**src/rtl/seg_scan_display_pkg.sv**
```systemverilog
// Shared constants for the 4-digit multiplexed 7-segment scanner.
// Holds segment patterns, digit index codes and the time bus width.
package seg_scan_display_pkg;

    localparam int IN_W = 15;

    // Active-low patterns, bit order {g,f,e,d,c,b,a}
    localparam logic [6:0] SEG_0    = 7'b1000000;
    localparam logic [6:0] SEG_1    = 7'b1111001;
    localparam logic [6:0] SEG_2    = 7'b0100100;
    localparam logic [6:0] SEG_3    = 7'b0110000;
    localparam logic [6:0] SEG_4    = 7'b0011001;
    localparam logic [6:0] SEG_5    = 7'b0010010;
    localparam logic [6:0] SEG_6    = 7'b0000010;
    localparam logic [6:0] SEG_7    = 7'b1111000;
    localparam logic [6:0] SEG_8    = 7'b0000000;
    localparam logic [6:0] SEG_9    = 7'b0010000;
    localparam logic [6:0] SEG_DASH = 7'b0111111;
    localparam logic [6:0] SEG_OFF  = 7'h7F;

    typedef enum logic [1:0] {
        DIG_MSEC_L = 2'd0,
        DIG_MSEC_H = 2'd1,
        DIG_SEC_L  = 2'd2,
        DIG_SEC_H  = 2'd3
    } dig_e;

endpackage

```
**src/rtl/seg_scan_display_bcd_to_seg.sv**
```systemverilog
// BCD to active-low 7-segment decoder; values 10-15 show a dash.
// Ports: i_bcd (4-bit digit), o_seg (7-bit {g,f,e,d,c,b,a}, active-low).
module bcd_to_seg
    import seg_scan_display_pkg::*;
(
    input  logic [3:0] i_bcd,
    output logic [6:0] o_seg
);

    always_comb begin
        o_seg = SEG_DASH;
        case (i_bcd)
            4'd0:    o_seg = SEG_0;
            4'd1:    o_seg = SEG_1;
            4'd2:    o_seg = SEG_2;
            4'd3:    o_seg = SEG_3;
            4'd4:    o_seg = SEG_4;
            4'd5:    o_seg = SEG_5;
            4'd6:    o_seg = SEG_6;
            4'd7:    o_seg = SEG_7;
            4'd8:    o_seg = SEG_8;
            4'd9:    o_seg = SEG_9;
            default: o_seg = SEG_DASH;
        endcase
    end

endmodule

```
**src/rtl/seg_scan_display.sv**
```systemverilog
// 4-digit common-anode scanner with per-frame, stability-filtered
// snapshot of the BCD time bus and a decimal point after the seconds.
// Ports: clk_1khz, rst_n (async active-low), time_* BCD digits,
// time_out (blink request), seg_n/dp_n/an_n (active-low display),
// frame_start (one-cycle pulse on snapshot load).
// Optional: TIMEOUT_BLINK_EN blanks the display at BLINK_HALF rate
// while time_out is high.
module seg_scan_display
    import seg_scan_display_pkg::*;
#(
    parameter int DIGIT_HOLD = 1,
    parameter int BLINK_HALF = 250
) (
    input  logic       clk_1khz,
    input  logic       rst_n,
    input  logic [2:0] time_sec_h,
    input  logic [3:0] time_sec_l,
    input  logic [3:0] time_msec_h,
    input  logic [3:0] time_msec_l,
    input  logic       time_out,
    output logic [6:0] seg_n,
    output logic       dp_n,
    output logic [3:0] an_n,
    output logic       frame_start
);

    localparam int HW = (DIGIT_HOLD > 1) ? $clog2(DIGIT_HOLD) : 1;

    logic [IN_W-1:0] w_in;
    logic [IN_W-1:0] r_stage;
    logic [IN_W-1:0] r_snap;
    logic [HW-1:0]   r_hold;
    dig_e            r_idx;
    logic            r_pend;
    logic            w_stable;
    logic            w_tc;
    logic            w_bound;
    logic            w_load;
    logic [3:0]      w_bcd;
    logic [6:0]      w_seg;
    logic            w_blank;

    assign w_in = {time_sec_h, time_sec_l,
                   time_msec_h, time_msec_l};

    // Unchanged across two consecutive samples
    assign w_stable = (w_in == r_stage);
    assign w_tc     = (r_hold == HW'(DIGIT_HOLD - 1));
    assign w_bound  = w_tc && (r_idx == DIG_SEC_H);
    // A missed boundary stays pending until the bus settles
    assign w_load   = (w_bound || r_pend) && w_stable;

    always_ff @(posedge clk_1khz or negedge rst_n) begin
        if (!rst_n) begin
            r_stage     <= '0;
            r_snap      <= '0;
            r_hold      <= '0;
            r_idx       <= DIG_MSEC_L;
            r_pend      <= 1'b0;
            frame_start <= 1'b0;
        end else begin
            r_stage     <= w_in;
            frame_start <= w_load;
            if (w_tc) begin
                r_hold <= '0;
                r_idx  <= dig_e'(r_idx + 2'd1);
            end else begin
                r_hold <= r_hold + HW'(1);
            end
            if (w_load) begin
                r_snap <= r_stage;
                r_pend <= 1'b0;
            end else if (w_bound) begin
                r_pend <= 1'b1;
            end
        end
    end

    always_comb begin
        w_bcd = r_snap[3:0];
        unique case (r_idx)
            DIG_MSEC_L: w_bcd = r_snap[3:0];
            DIG_MSEC_H: w_bcd = r_snap[7:4];
            DIG_SEC_L:  w_bcd = r_snap[11:8];
            DIG_SEC_H:  w_bcd = {1'b0, r_snap[14:12]};
            default:    w_bcd = r_snap[3:0];
        endcase
    end

    bcd_to_seg u_dec (
        .i_bcd (w_bcd),
        .o_seg (w_seg)
    );

`ifdef TIMEOUT_BLINK_EN
    localparam int BW = (BLINK_HALF > 1) ? $clog2(BLINK_HALF) : 1;

    logic [BW-1:0] r_blink_cnt;
    logic          r_phase;

    always_ff @(posedge clk_1khz or negedge rst_n) begin
        if (!rst_n) begin
            r_blink_cnt <= '0;
            r_phase     <= 1'b1;
        end else if (!time_out) begin
            r_blink_cnt <= '0;
            r_phase     <= 1'b1;
        end else if (r_blink_cnt == BW'(BLINK_HALF - 1)) begin
            r_blink_cnt <= '0;
            r_phase     <= ~r_phase;
        end else begin
            r_blink_cnt <= r_blink_cnt + BW'(1);
        end
    end

    // Gating with time_out un-blanks on the very next edge after a drop
    assign w_blank = time_out && !r_phase;
`else
    logic w_unused_blink;

    assign w_unused_blink = time_out & (BLINK_HALF > 0);
    assign w_blank        = 1'b0;
`endif

    always_ff @(posedge clk_1khz or negedge rst_n) begin
        if (!rst_n) begin
            seg_n <= SEG_OFF;
            dp_n  <= 1'b1;
            an_n  <= 4'hF;
        end else if (w_blank) begin
            seg_n <= SEG_OFF;
            dp_n  <= 1'b1;
            an_n  <= 4'hF;
        end else begin
            seg_n <= w_seg;
            dp_n  <= (r_idx != DIG_SEC_L);
            an_n  <= ~(4'b0001 << r_idx);
        end
    end

endmodule

```
**config.mk**
```make
export PLATFORM = sky130hd
export DESIGN_NAME = seg_scan_display
export DESIGN_NICKNAME = d
export VERILOG_FILES = /design/src/rtl/seg_scan_display_pkg.sv /design/src/rtl/seg_scan_display_bcd_to_seg.sv /design/src/rtl/seg_scan_display.sv
export SDC_FILE = /design/constraint.sdc
export NUM_CORES = 1
export LEC_CHECK = 0
export CAP_MARGIN = 20
export CORE_AREA = 4 4 61 91
export CTS_BUF_LIST = sky130_fd_sc_hd__clkbuf_4
export CTS_CLUSTER_SIZE = 28
export DETAILED_ROUTE_END_ITERATION = 10
export DIE_AREA = 0 0 65 95
export GPL_ROUTABILITY_DRIVEN = 0
export REMOVE_ABC_BUFFERS = 1
export SLEW_MARGIN = 10
export SYNTH_ARGS = -nofsm -noshare
export SYNTH_HDL_FRONTEND = slang
export SYNTH_SLANG_ARGS = --single-unit
```
**constraint.sdc**
```tcl
create_clock -name clk_1khz -period 2.6 [get_ports clk_1khz]
set_clock_uncertainty 0.15 [all_clocks]
set_input_delay 0.52 -clock clk_1khz [delete_from_list [all_inputs] [get_ports clk_1khz]]
set_output_delay 0.52 -clock clk_1khz [all_outputs]
set_load 0.05 [all_outputs]
```
==> metrics.md <==
| Metric | Value |
|---|---|
| Yosys top cell by area | `dfrtp_1` |
| Number of synthesized flops with an enable pin | `0` |
| CP Class | `flop to flop` |
| Max Cap Viol | `0` |
| Ranking of synthesized cells by area | `dfrtp_1, dfstp_2, mux2_2, xnor2_1, ha_1` |
| Layout Nets | `196` |
| Routed Antenna Nets | `0` |
| Synth cell types | `30` |
| Total gr overflow | `0` |
| Worst Max-Slew Pin Slew | `0.839 ns` |
| Post-Place Setup Slack | `0.0172 ns` |
| Placed Area | `2240 µm²` |
| Hold Buf Count CTS | `0` |
| Setup_tns | `0 ns` |
| Clock transition at path regs | `0.13 ns` |
| Finish-stage setup viols | `0` |
| WL per Instance | `13.6 µm` |
| Final hold slack | `0.105 ns` |
| Finished Layout Cells | `237` |
| Die Area | `6180 µm²` |
| CTS Buf Count | `5` |
| DR vias | `1,149` |
| PortBufs | `29` |
| Asr flop ratio synth | `100%` |
| Placed cells | `229` |
| Final Cycle Share | `91.4%` |
| GRT Total Usage | `12.5%` |
| Fin util | `48.6%` |
| DRT iter0 DRCs | `19` |
| Register area share after synthesis | `61.3%` |
| Leakage power | `0.997 nW` |
| Predominant post-synthesis flop cell | `dfrtp_1` |
| Bufs on Longest Clock Path | `2` |
| Vias in the first global route | `1,244` |
| Max transition margin | `44.0%` |
| Final worst setup slack | `0.223 ns` |
| Status | `finished, final reports clean` |
| RSZ-0062 raised after global routing | `no` |
| Crit path arrival time | `2.49 ns` |
| Row cnt | `31` |
| Residual DRC count | `0` |
| Slew Limit Fails | `0` |
| Commonest non-fill, non-tap cell in the layout | `dfrtp_1` |
| Post-layout minimum cycle time | `2.38 ns` |
| Chip height | `95 µm` |
| RR Endpoint | `seg_n[3]` |
| CTS tree | `yes` |
| Initial Utilization | `39.0%` |
| #FFs+latches synth | `45` |
| DP HPWL | `2520 µm` |
| Cell area after layout | `2320 µm²` |
| Max Clk Rate | `421 MHz` |
| Synth Area per Inst | `13.9 µm²` |
| Reg2Reg Depth | `6` |
| CP Capture Type | `flop` |
| Layout cells sized above 1 | `22.2%` |
| H-tree levels | `2` |
| CTS root buf | `clkbuf_4` |
| Synth Warn # | `0` |
| Top cell type's share of synthesized area | `45.8%` |
| Worst endpoint required time | `2.72 ns` |
| Vias per inst | `4.85` |
| First-pass GRT wire length | `5800 µm` |
| Routed WL | `3220 µm` |
| Hold Violations, Final | `0` |
| Worst vdd ir | `0.000300 V` |
| Core box area | `4770 µm²` |
| Worst-path fanout max | `7` |
| Clock latency at the later pin of the worst-skew pair | `0.35 ns` |
| R2R Path Start | `r_idx[0]` |
| Sink Count | `45` |
| Syn-to-layout area delta | `24.7%` |
| Number of diodes | `0` |
| Initial antenna violation count | `0` |
| Hold Crit Class | `input port to async pin` |
| Flop-to-flop setup slack | `0.22 ns` |
| Commonest cells after routing, fill and taps aside | `dfrtp_1, clkdlybuf4s50_1, mux2_2, xnor2_1` |
| Die X-Extent | `65 µm` |
| Startpoint types | `flop` |
| Largest net degree at the start of global routing | `40` |
| Post-synthesis cell count | `134` |
| PD cells | `523 nW/µm²` |
| DR pass1 iterations | `4` |
| Total Power | `1.21 mW` |
| Ports | `31` |
| Netlist Area Pre-Place | `1860 µm²` |
==> power breakdown <==
group          leakage [nW]  switching, mW  internal (mW)  total [mW]
Sequential            0.546        0.00877          0.714       0.723
Combinational         0.408         0.0354         0.0401      0.0755
Clock                0.0433          0.205          0.211       0.415
==> cell usage after synthesis, types with 2 or more instances <==
cell and count:
inv_1 11, nand3_1 3, xnor2_1 15, a222oi_1 3, nand4_1 3, mux2i_1 3
ha_1 8, dfrtp_1 34, nor2_1 2, dfstp_2 11, a31oi_1 2, mux2_2 15
nand2_1 6, o21ai_0 2
==> worst max-delay path: stages (launching register included) <==
cell      delay (ns)
dfrtp_1         0.42
inv_1           0.13
ha_1            0.35
mux2i_1         0.54
inv_1           0.15
ha_1            0.35
o221ai_1        0.20
==> area by class of cell <==
cell class | count | area (µm²)
inverters | 11 | 41.3
well taps | 66 | 82.6
clock buffers | 6 | 45.0
clock inverters | 2 | 33.8
flip-flops and latches | 45 | 1140
fillers | 450 | 2450
multi-input cells | 75 | 656
repair buffers | 32 | 320
==> worst max-delay path by stage <==
stage / start / depth (start not counted) / slack [ns] / to
floorplan: time_msec_l[1] / 4 / 0.42 / r_snap[0]
global placement: time_msec_l[1] / 6 / 0.03 / r_snap[12]
CTS: an_n[2] / 1 / 0.21 / dp_n
detailed placement: time_msec_l[0] / 6 / 0.02 / r_snap[12]
finish: r_idx[0] / 6 / 0.22 / seg_n[3]
global route: r_idx[0] / 7 / 0.004 / seg_n[3]
==> what timing repair did <==
action,in CTS,in global routing
endpoints found under the setup margin,0,1
resized for setup,0,1
setup buffers,0,0
==> cell families after synthesis <==
| kind of cell | synth area share [%] |
|---|---|
| DFF | 61.3 |
| and+or+nand+nor | 6.33 |
| muxes | 11.3 |
| xor gates and xnor gates | 7.07 |
| buffers and inverters | 3.43 |
| AOI/OAI and AO/OA | 5.18 |
| adders and majority gates | 5.38 |
==> registers in the layout, indices dropped and copies added, names as in the netlist <==
| name | count |
|---|---|
| r_stage | 15 |
| r_snap | 15 |
| r_idx | 2 |
| r_pend | 1 |
| frame_start | 1 |
| seg_n | 7 |
| an_n | 4 |
==> metal layers <==
layer / share of wire (%) / track usage, % / up-vias
li1: - / - / 537
met1: 37 / 13.0 / 570
met2: 56 / 22.6 / 36
met3: 4.7 / 3.45 / 6
met4: 2.4 / 6.35 / 0
met5: 0 / 0 / -
Power figures use the tool's default switching activity.
